===== src/rtl/iob_eth_pkg.sv =====
// rtl/iob_eth_pkg.sv - shared MAC register map, descriptor bits and sequencer states
package iob_eth_pkg;

  localparam logic [11:0] MODER_OFF  = 12'h000;
  localparam logic [11:0] TX_BD0_OFF = 12'h400;
  localparam logic [11:0] TX_BD1_OFF = 12'h404;
  localparam logic [11:0] RX_BD0_OFF = 12'h600;
  localparam logic [11:0] RX_BD1_OFF = 12'h604;

  localparam int MODER_RXEN    = 0;
  localparam int MODER_TXEN    = 1;
  localparam int MODER_LOOPBCK = 7;
  localparam int MODER_FULLD   = 10;
  localparam logic [31:0] MODER_BASE = 32'h0000_A000;

  localparam int BD_RD  = 15;
  localparam int BD_E   = 15;
  localparam int BD_IRQ = 14;
  localparam int BD_WR  = 13;
  localparam int BD_PAD = 12;
  localparam int BD_CRC = 11;

  localparam logic [15:0] RX_BD_CTRL = (16'h1 << BD_E) | (16'h1 << BD_IRQ) | (16'h1 << BD_WR);
  localparam logic [15:0] TX_BD_CTRL = (16'h1 << BD_RD) | (16'h1 << BD_IRQ) | (16'h1 << BD_WR) |
                                       (16'h1 << BD_PAD) | (16'h1 << BD_CRC);

  typedef enum logic [2:0] {
    ST_IDLE    = 3'd0,
    ST_CFG     = 3'd1,
    ST_POLL_TX = 3'd2,
    ST_POLL_RX = 3'd3,
    ST_GAP     = 3'd4,
    ST_DONE    = 3'd5,
    ST_ERR     = 3'd6
  } seq_state_t;

  function automatic logic [31:0] moder_word(input logic lb, input logic fd, input logic en);
    logic [31:0] w;
    w                = MODER_BASE;
    w[MODER_FULLD]   = fd;
    w[MODER_LOOPBCK] = lb;
    w[MODER_RXEN]    = en;
    w[MODER_TXEN]    = en;
    return w;
  endfunction

endpackage


===== src/rtl/iob_eth_cfg_step.sv =====
// rtl/iob_eth_cfg_step.sv - configuration step index to MAC register write {address, wdata}
module iob_eth_cfg_step
  import iob_eth_pkg::*;
#(
  parameter int          ADDR_W      = 12,
  parameter int          DATA_W      = 32,
  parameter logic [31:0] TX_BUF_ADDR = 32'h0000_0000,
  parameter logic [31:0] RX_BUF_ADDR = 32'h0000_0080
) (
  input  logic [2:0]        i_step,
  input  logic [15:0]       i_tx_len,
  input  logic              i_loopback,
  input  logic              i_full_duplex,
  output logic [ADDR_W-1:0] o_address,
  output logic [DATA_W-1:0] o_wdata
);

  always_comb begin
    o_address = ADDR_W'(MODER_OFF);
    o_wdata   = '0;
    case (i_step)
      3'd0: begin
        o_address = ADDR_W'(MODER_OFF);
        o_wdata   = DATA_W'(moder_word(i_loopback, i_full_duplex, 1'b0));
      end
      3'd1: begin
        o_address = ADDR_W'(RX_BD1_OFF);
        o_wdata   = DATA_W'(RX_BUF_ADDR);
      end
      3'd2: begin
        o_address = ADDR_W'(RX_BD0_OFF);
        o_wdata   = DATA_W'({16'h0000, RX_BD_CTRL});
      end
      3'd3: begin
        o_address = ADDR_W'(TX_BD1_OFF);
        o_wdata   = DATA_W'(TX_BUF_ADDR);
      end
      3'd4: begin
        o_address = ADDR_W'(TX_BD0_OFF);
        o_wdata   = DATA_W'({i_tx_len, TX_BD_CTRL});
      end
      3'd5: begin
        o_address = ADDR_W'(MODER_OFF);
        o_wdata   = DATA_W'(moder_word(i_loopback, i_full_duplex, 1'b1));
      end
      default: begin
        o_address = ADDR_W'(MODER_OFF);
        o_wdata   = '0;
      end
    endcase
  end

endmodule


===== src/rtl/iob_eth_frame_seq.sv =====
// rtl/iob_eth_frame_seq.sv - programs MAC and descriptors, then polls TX/RX BDs to completion
module iob_eth_frame_seq
  import iob_eth_pkg::*;
#(
  parameter int          ADDR_W      = 12,
  parameter int          DATA_W      = 32,
  parameter logic [31:0] TX_BUF_ADDR = 32'h0000_0000,
  parameter logic [31:0] RX_BUF_ADDR = 32'h0000_0080,
  parameter int          POLL_GAP    = 16,
  parameter int          POLL_MAX    = 4096
) (
  input  logic                  clk_i,
  input  logic                  arst_n_i,
  input  logic                  start_i,
  input  logic [15:0]           tx_len_i,
  input  logic                  loopback_i,
  input  logic                  full_duplex_i,
  output logic                  busy_o,
  output logic                  done_o,
  output logic                  error_o,
  output logic [15:0]           rx_len_o,
  output logic [7:0]            rx_status_o,
  output logic                  valid_o,
  output logic [ADDR_W-1:0]     address_o,
  output logic [DATA_W-1:0]     wdata_o,
  output logic [DATA_W/8-1:0]   wstrb_o,
  input  logic [DATA_W-1:0]     rdata_i,
  input  logic                  ready_i
);

  localparam int CNT_W = $clog2(POLL_MAX + 1);
  localparam int GAP_W = $clog2(POLL_GAP + 1);
  localparam logic [CNT_W-1:0] CNT_MAX  = CNT_W'(POLL_MAX);
  localparam logic [GAP_W-1:0] GAP_LOAD = GAP_W'(POLL_GAP - 1);

  seq_state_t          r_state;
  logic [2:0]          r_step;
  logic [CNT_W-1:0]    r_cnt;
  logic [GAP_W-1:0]    r_gap;
  logic                r_ret_rx;
  logic [15:0]         r_len;
  logic                r_lb;
  logic                r_fd;
  logic                r_valid;
  logic [ADDR_W-1:0]   r_address;
  logic [DATA_W-1:0]   r_wdata;
  logic [DATA_W/8-1:0] r_wstrb;
  logic                r_busy;
  logic                r_done;
  logic                r_error;
  logic [15:0]         r_rx_len;
  logic [7:0]          r_rx_status;

  logic [ADDR_W-1:0]   w_cfg_address;
  logic [DATA_W-1:0]   w_cfg_wdata;
  logic [CNT_W-1:0]    w_cnt_next;
  logic                w_bd_owned;
  logic                w_unused;

  iob_eth_cfg_step #(
    .ADDR_W      (ADDR_W),
    .DATA_W      (DATA_W),
    .TX_BUF_ADDR (TX_BUF_ADDR),
    .RX_BUF_ADDR (RX_BUF_ADDR)
  ) u_cfg_step (
    .i_step        (r_step),
    .i_tx_len      (r_len),
    .i_loopback    (r_lb),
    .i_full_duplex (r_fd),
    .o_address     (w_cfg_address),
    .o_wdata       (w_cfg_wdata)
  );

  assign w_cnt_next = (r_cnt == CNT_MAX) ? r_cnt : r_cnt + 1'b1;
  // Bit 15 means "still owned by the MAC" in both descriptor kinds (RD for TX, E for RX).
  assign w_bd_owned = (r_state == ST_POLL_TX) ? rdata_i[BD_RD] : rdata_i[BD_E];
  assign w_unused   = &{1'b0, rdata_i[14:8]};

  always_ff @(posedge clk_i or negedge arst_n_i) begin
    if (!arst_n_i) begin
      r_state     <= ST_IDLE;
      r_step      <= '0;
      r_cnt       <= '0;
      r_gap       <= '0;
      r_ret_rx    <= 1'b0;
      r_len       <= '0;
      r_lb        <= 1'b0;
      r_fd        <= 1'b0;
      r_valid     <= 1'b0;
      r_address   <= '0;
      r_wdata     <= '0;
      r_wstrb     <= '0;
      r_busy      <= 1'b0;
      r_done      <= 1'b0;
      r_error     <= 1'b0;
      r_rx_len    <= '0;
      r_rx_status <= '0;
    end else begin
      r_done <= 1'b0;
      case (r_state)
        ST_IDLE: begin
          if (start_i) begin
            r_len   <= tx_len_i;
            r_lb    <= loopback_i;
            r_fd    <= full_duplex_i;
            r_error <= 1'b0;
            r_busy  <= 1'b1;
            r_step  <= '0;
            r_cnt   <= '0;
            r_state <= ST_CFG;
          end
        end
        ST_CFG: begin
          // Issuing only while valid is low guarantees an idle cycle between accesses.
          if (!r_valid) begin
            r_valid   <= 1'b1;
            r_address <= w_cfg_address;
            r_wdata   <= w_cfg_wdata;
            r_wstrb   <= '1;
          end else if (ready_i) begin
            r_valid <= 1'b0;
            if (r_step == 3'd5) r_state <= ST_POLL_TX;
            else                r_step  <= r_step + 3'd1;
          end
        end
        ST_POLL_TX, ST_POLL_RX: begin
          if (!r_valid) begin
            r_valid   <= 1'b1;
            r_address <= (r_state == ST_POLL_TX) ? ADDR_W'(TX_BD0_OFF) : ADDR_W'(RX_BD0_OFF);
            r_wdata   <= '0;
            r_wstrb   <= '0;
          end else if (ready_i) begin
            r_valid <= 1'b0;
            if (!w_bd_owned) begin
              if (r_state == ST_POLL_TX) begin
                r_cnt   <= '0;
                r_state <= ST_POLL_RX;
              end else begin
                r_rx_len    <= rdata_i[31:16];
                r_rx_status <= rdata_i[7:0];
                r_done      <= 1'b1;
                r_busy      <= 1'b0;
                r_state     <= ST_DONE;
              end
            end else begin
              r_cnt    <= w_cnt_next;
              r_ret_rx <= (r_state == ST_POLL_RX);
              r_gap    <= GAP_LOAD;
              r_state  <= (w_cnt_next == CNT_MAX) ? ST_ERR : ST_GAP;
            end
          end
        end
        ST_GAP: begin
          if (r_gap == '0) r_state <= r_ret_rx ? ST_POLL_RX : ST_POLL_TX;
          else             r_gap   <= r_gap - 1'b1;
        end
        ST_DONE: begin
          r_state <= ST_IDLE;
        end
        ST_ERR: begin
          r_error <= 1'b1;
          r_busy  <= 1'b0;
          r_state <= ST_IDLE;
        end
        default: begin
          r_state <= ST_IDLE;
        end
      endcase
    end
  end

  assign busy_o      = r_busy;
  assign done_o      = r_done;
  assign error_o     = r_error;
  assign rx_len_o    = r_rx_len;
  assign rx_status_o = r_rx_status;
  assign valid_o     = r_valid;
  assign address_o   = r_address;
  assign wdata_o     = r_wdata;
  assign wstrb_o     = r_wstrb;

endmodule

===== config.mk =====
export PLATFORM = sky130hd
export DESIGN_NAME = iob_eth_frame_seq
export DESIGN_NICKNAME = d
export VERILOG_FILES = /design/src/rtl/iob_eth_pkg.sv /design/src/rtl/iob_eth_cfg_step.sv /design/src/rtl/iob_eth_frame_seq.sv
export SDC_FILE = /design/constraint.sdc
export NUM_CORES = 1
export LEC_CHECK = 0
export ABC_AREA = 1
export CELL_PAD_IN_SITES_DETAIL_PLACEMENT = 0
export CELL_PAD_IN_SITES_GLOBAL_PLACEMENT = 1
export CORE_UTILIZATION = 38
export CTS_CLUSTER_SIZE = 16
export DETAILED_ROUTE_END_ITERATION = 8
export PLACE_DENSITY = 0.85
export SLEW_MARGIN = 20
export SYNTH_ARGS = -nofsm -noshare
export SYNTH_HDL_FRONTEND = slang
export SYNTH_SLANG_ARGS = --single-unit
export TNS_END_PERCENT = 30

===== constraint.sdc =====
create_clock -name clk_i -period 4.11 [get_ports clk_i]
set_input_delay 0.822 -clock clk_i [delete_from_list [all_inputs] [get_ports clk_i]]
set_output_delay 0.822 -clock clk_i [all_outputs]
set_load 0.02 [all_outputs]

==> run_results.csv <==
group,metric,value,unit
critical_path,path_cells,"clkdlybuf4s50_1",
global_route,met2_usage,29.9,%
route,via_per_inst,4.81,
global_route,use_met3,4.18,%
critical_path,crit_arrival,2.12,ns
synthesis,ys_seq_area_share,51.8,%
sta,fin_crit,2.94,ns
die,initial_core_util,39.0,%
die,core_area,12000,um2
power_and_ir_drop,peakVddDrop,263,uV
route,ant_nets,0,
place,dpl.hpwl,7.70,mm
synthesis,ys_types,29,
critical_path,cp-end-kind,"primary output",
job,maxCapViolations,0,
route,drt_first_pass_iters,4,
synthesis,syn-cell-area,4690,um2
clock_network,ctsResizeCount,0,
route,wl_per_cell,13.4,um
run_status,status,"complete, no violations",
critical_path,path_class,"reg2out",
sta,rsz0062_at_grt,"no",
synthesis,yosys-top-cells-area,"dfrtp_1 (52%), nand2_1 (16%), o21ai_0 (5.8%), nand3_1 (3.7%), buf_4 (3.7%)",
clock_network,htreeDepth,3,
critical_path,crit_buf_inv,1,
place,dp.cells,813,
route,routed_wl,11.1,mm
die,io-pin-count,130,
route,drt_iter0_markers,188,
cells_and_area,diodes,0,
die,die_h,113,um
clock_network,cts_buffers,9,
synthesis,ys_warn_count,0,
clock_network,clk_path_buf_depth,2,
global_route,grt_max_degree,37,
critical_path,worst_ep_required_time,3.29,ns
clock_network,ctsHoldBuffers,0,
sta,tightest_slew,0.997,ns
route,remaining_drc_errors,0,
synthesis,synth_cells,583,
critical_path,max_stage_delay,0.99,ns
place,place_congestion,0.844,
place,port-buffer-count,106,
synthesis,synth_top_area_share,51.8,%
critical_path,slowest_stage,"dfrtp_1",
global_route,grt_overflow,0,
route,vias,3991,
global_route,grt_use_met1,23.5,%
global_route,grt_pass1_vias,3884,
clock_network,post_cts_buffers,0,
sta,setup_tns,0,ns
sta,report.final.slew_viol_count,0,
power_and_ir_drop,cellLeakagePower,2.97,nW
critical_path,critPathMaxFanout,31,
cells_and_area,fin_util,50.6,%
cells_and_area,syn2layout_area_growth,29.7,%
global_route,antenna_found_initial,0,
die,fp-row-count,40,
clock_network,cts-root-buf,"clkbuf_16",
clock_network,path_clk_slew,0.07,ns
clock_network,cts.sinks,97,
global_route,busiest_layer,"met2",
clock_network,worst_skew_pair.late_latency,0.34,ns
cells_and_area,fillers,1129,
clock_network,cts_tree,"yes",
sta,clock-skew-final,0.0104,ns
sta,hold_violations,0,
synthesis,synth_area_per_cell,8.04,um2
cells_and_area,final_layout_size_suffix_gt1_share,5.72,%
sta,setup_viol,0,
sta,slew_headroom,33.5,%
power_and_ir_drop,pwr_density_cell,599,nW/um2
sta,finalCritPeriodShare,71.5,%
synthesis,synth_top_cell_by_area,"dfrtp_1",
die,die_x,113,um
synthesis,synth-seq-cells,97,
critical_path,start_kind,"flop",
sta,clock.fmax,340,MHz
die,dieArea,12800,um2
cells_and_area,final_cells,829,
cells_and_area,nets,740,
sta,holdWs,0.436,ns
global_route,grt_usage,18.2,%
min_path,hold_path_class,"in2async",
global_route,grt_pass1_wl,18.4,mm
critical_path,cp_top_family,"flip-flops",
==> cell type report <==
| class | count | area, um2 | share of cell area, % |
|---|---|---|---|
| sequential | 97 | 2430 | 39.9 |
| multi-input combinational | 408 | 1870 | 30.8 |
| timing repair buffer | 111 | 1100 | 18.0 |
| clock buffer | 11 | 253 | 4.16 |
| inverter | 50 | 188 | 3.09 |
| tap | 147 | 184 | 3.03 |
| clock inverter | 5 | 60.1 | 0.988 |
==> stage by stage <==
| step | cell area [um2] | power [mW] | setup slack, ns |
|---|---|---|---|
| floorplan | 4740 | 2.28 | 2.30 |
| global placement | 5770 | 2.76 | 1.55 |
| detailed placement | 5770 | 2.79 | 1.51 |
| CTS | 6080 | 3.68 | 1.19 |
| global route | 6080 | 3.89 | 1.13 |
| finish | 6080 | 3.64 | 1.17 |
==> path summary, 6_finish.rpt <==
kind / startpoint / endpoint / slack [ns] / cells after the start
worst max-delay path: valid_o$_DFFE_PN0P_ / valid_o / 1.17 / 1
max in group asynchronous: arst_n_i / rx_len_o[11]$_DFFE_PN0P_ / 2.86 / 2
worst max register to register: valid_o$_DFFE_PN0P_ / r_gap[3]$_DFFE_PN0P_ / 1.68 / 8
min in group clk_i: rx_len_o[10]$_DFFE_PN0P_ / rx_len_o[10]$_DFFE_PN0P_ / 0.48 / 2
worst min register to register: rx_len_o[10]$_DFFE_PN0P_ / rx_len_o[10]$_DFFE_PN0P_ / 0.48 / 2
worst min-delay path: arst_n_i / r_cnt[12]$_DFFE_PN0P_ / 0.44 / 1
==> kinds of logic after synthesis <==
kind of cell / count (synthesis) / share of synthesized area [%]
and+or+nand+nor: 290 / 25.0
DFF: 97 / 51.8
buffers and inverters: 93 / 9.53
AOI/OAI and AO/OA: 88 / 10.3
adders and majority gates: 9 / 2.40
xor gates and xnor gates: 5 / 0.934
other: 1 / 0.0800
==> report_power, final <==
part           internal, mW  switching, mW  total (mW)
logic                 0.518          0.831        1.35
clock network         0.508          0.369       0.877
registers              1.21          0.210        1.42
total                  2.23           1.41        3.64
==> cell usage in the layout, fill, tap and decap left out, types with 2 or more instances in the layout <==
master,instances
nand2_1,203
clkdlybuf4s50_1,105
dfrtp_1,97
o21ai_0,54
inv_1,42
nor2_1,37
nand3_1,35
conb_1,16
o21ai_1,12
ha_1,9
clkbuf_16,9
inv_2,8
a21oi_1,8
o22ai_1,7
buf_4,6
xor2_1,5
nor2_2,3
nand2_2,3
nor3_1,3
nand4_1,3
o31ai_1,2
clkbuf_8,2
inv_6,2
==> registers in the layout, indices dropped and copies added, names as in the netlist, 3 cells and up <==
register / cells
wdata_o: 22
rx_status_o: 8
r_step: 3
r_cnt: 13
r_len: 16
r_gap: 5
rx_len_o: 16
r_state: 3
address_o: 3
==> Yosys cell counts <==
cell type	number
nor3_1	3
nand3_1	35
inv_2	8
nand4_1	3
nor2_4	1
or3_1	1
or2_2	1
a22oi_1	1
clkbuf_1	11
ha_1	9
nand2_2	3
o21ai_0	54
buf_2	9
a32o_1	1
inv_1	42
nor2_1	37
o211ai_1	1
a211oi_1	1
o31ai_1	2
conb_1	1
dfrtp_1	97
nand2_1	203
nor2_2	3
o31ai_4	1
o22ai_1	7
a21oi_1	8
xor2_1	5
buf_4	23
o21ai_1	12
==> per-layer routing <==
layer	part of all wire, %	wire length [um]	vias up
met5	0	0	-
met4	1.4	155	0
met3	5.5	609	10
met2	48	5350	98
met1	45	5010	1885
li1	-	-	1998
(Power assumes the default switching activity.)
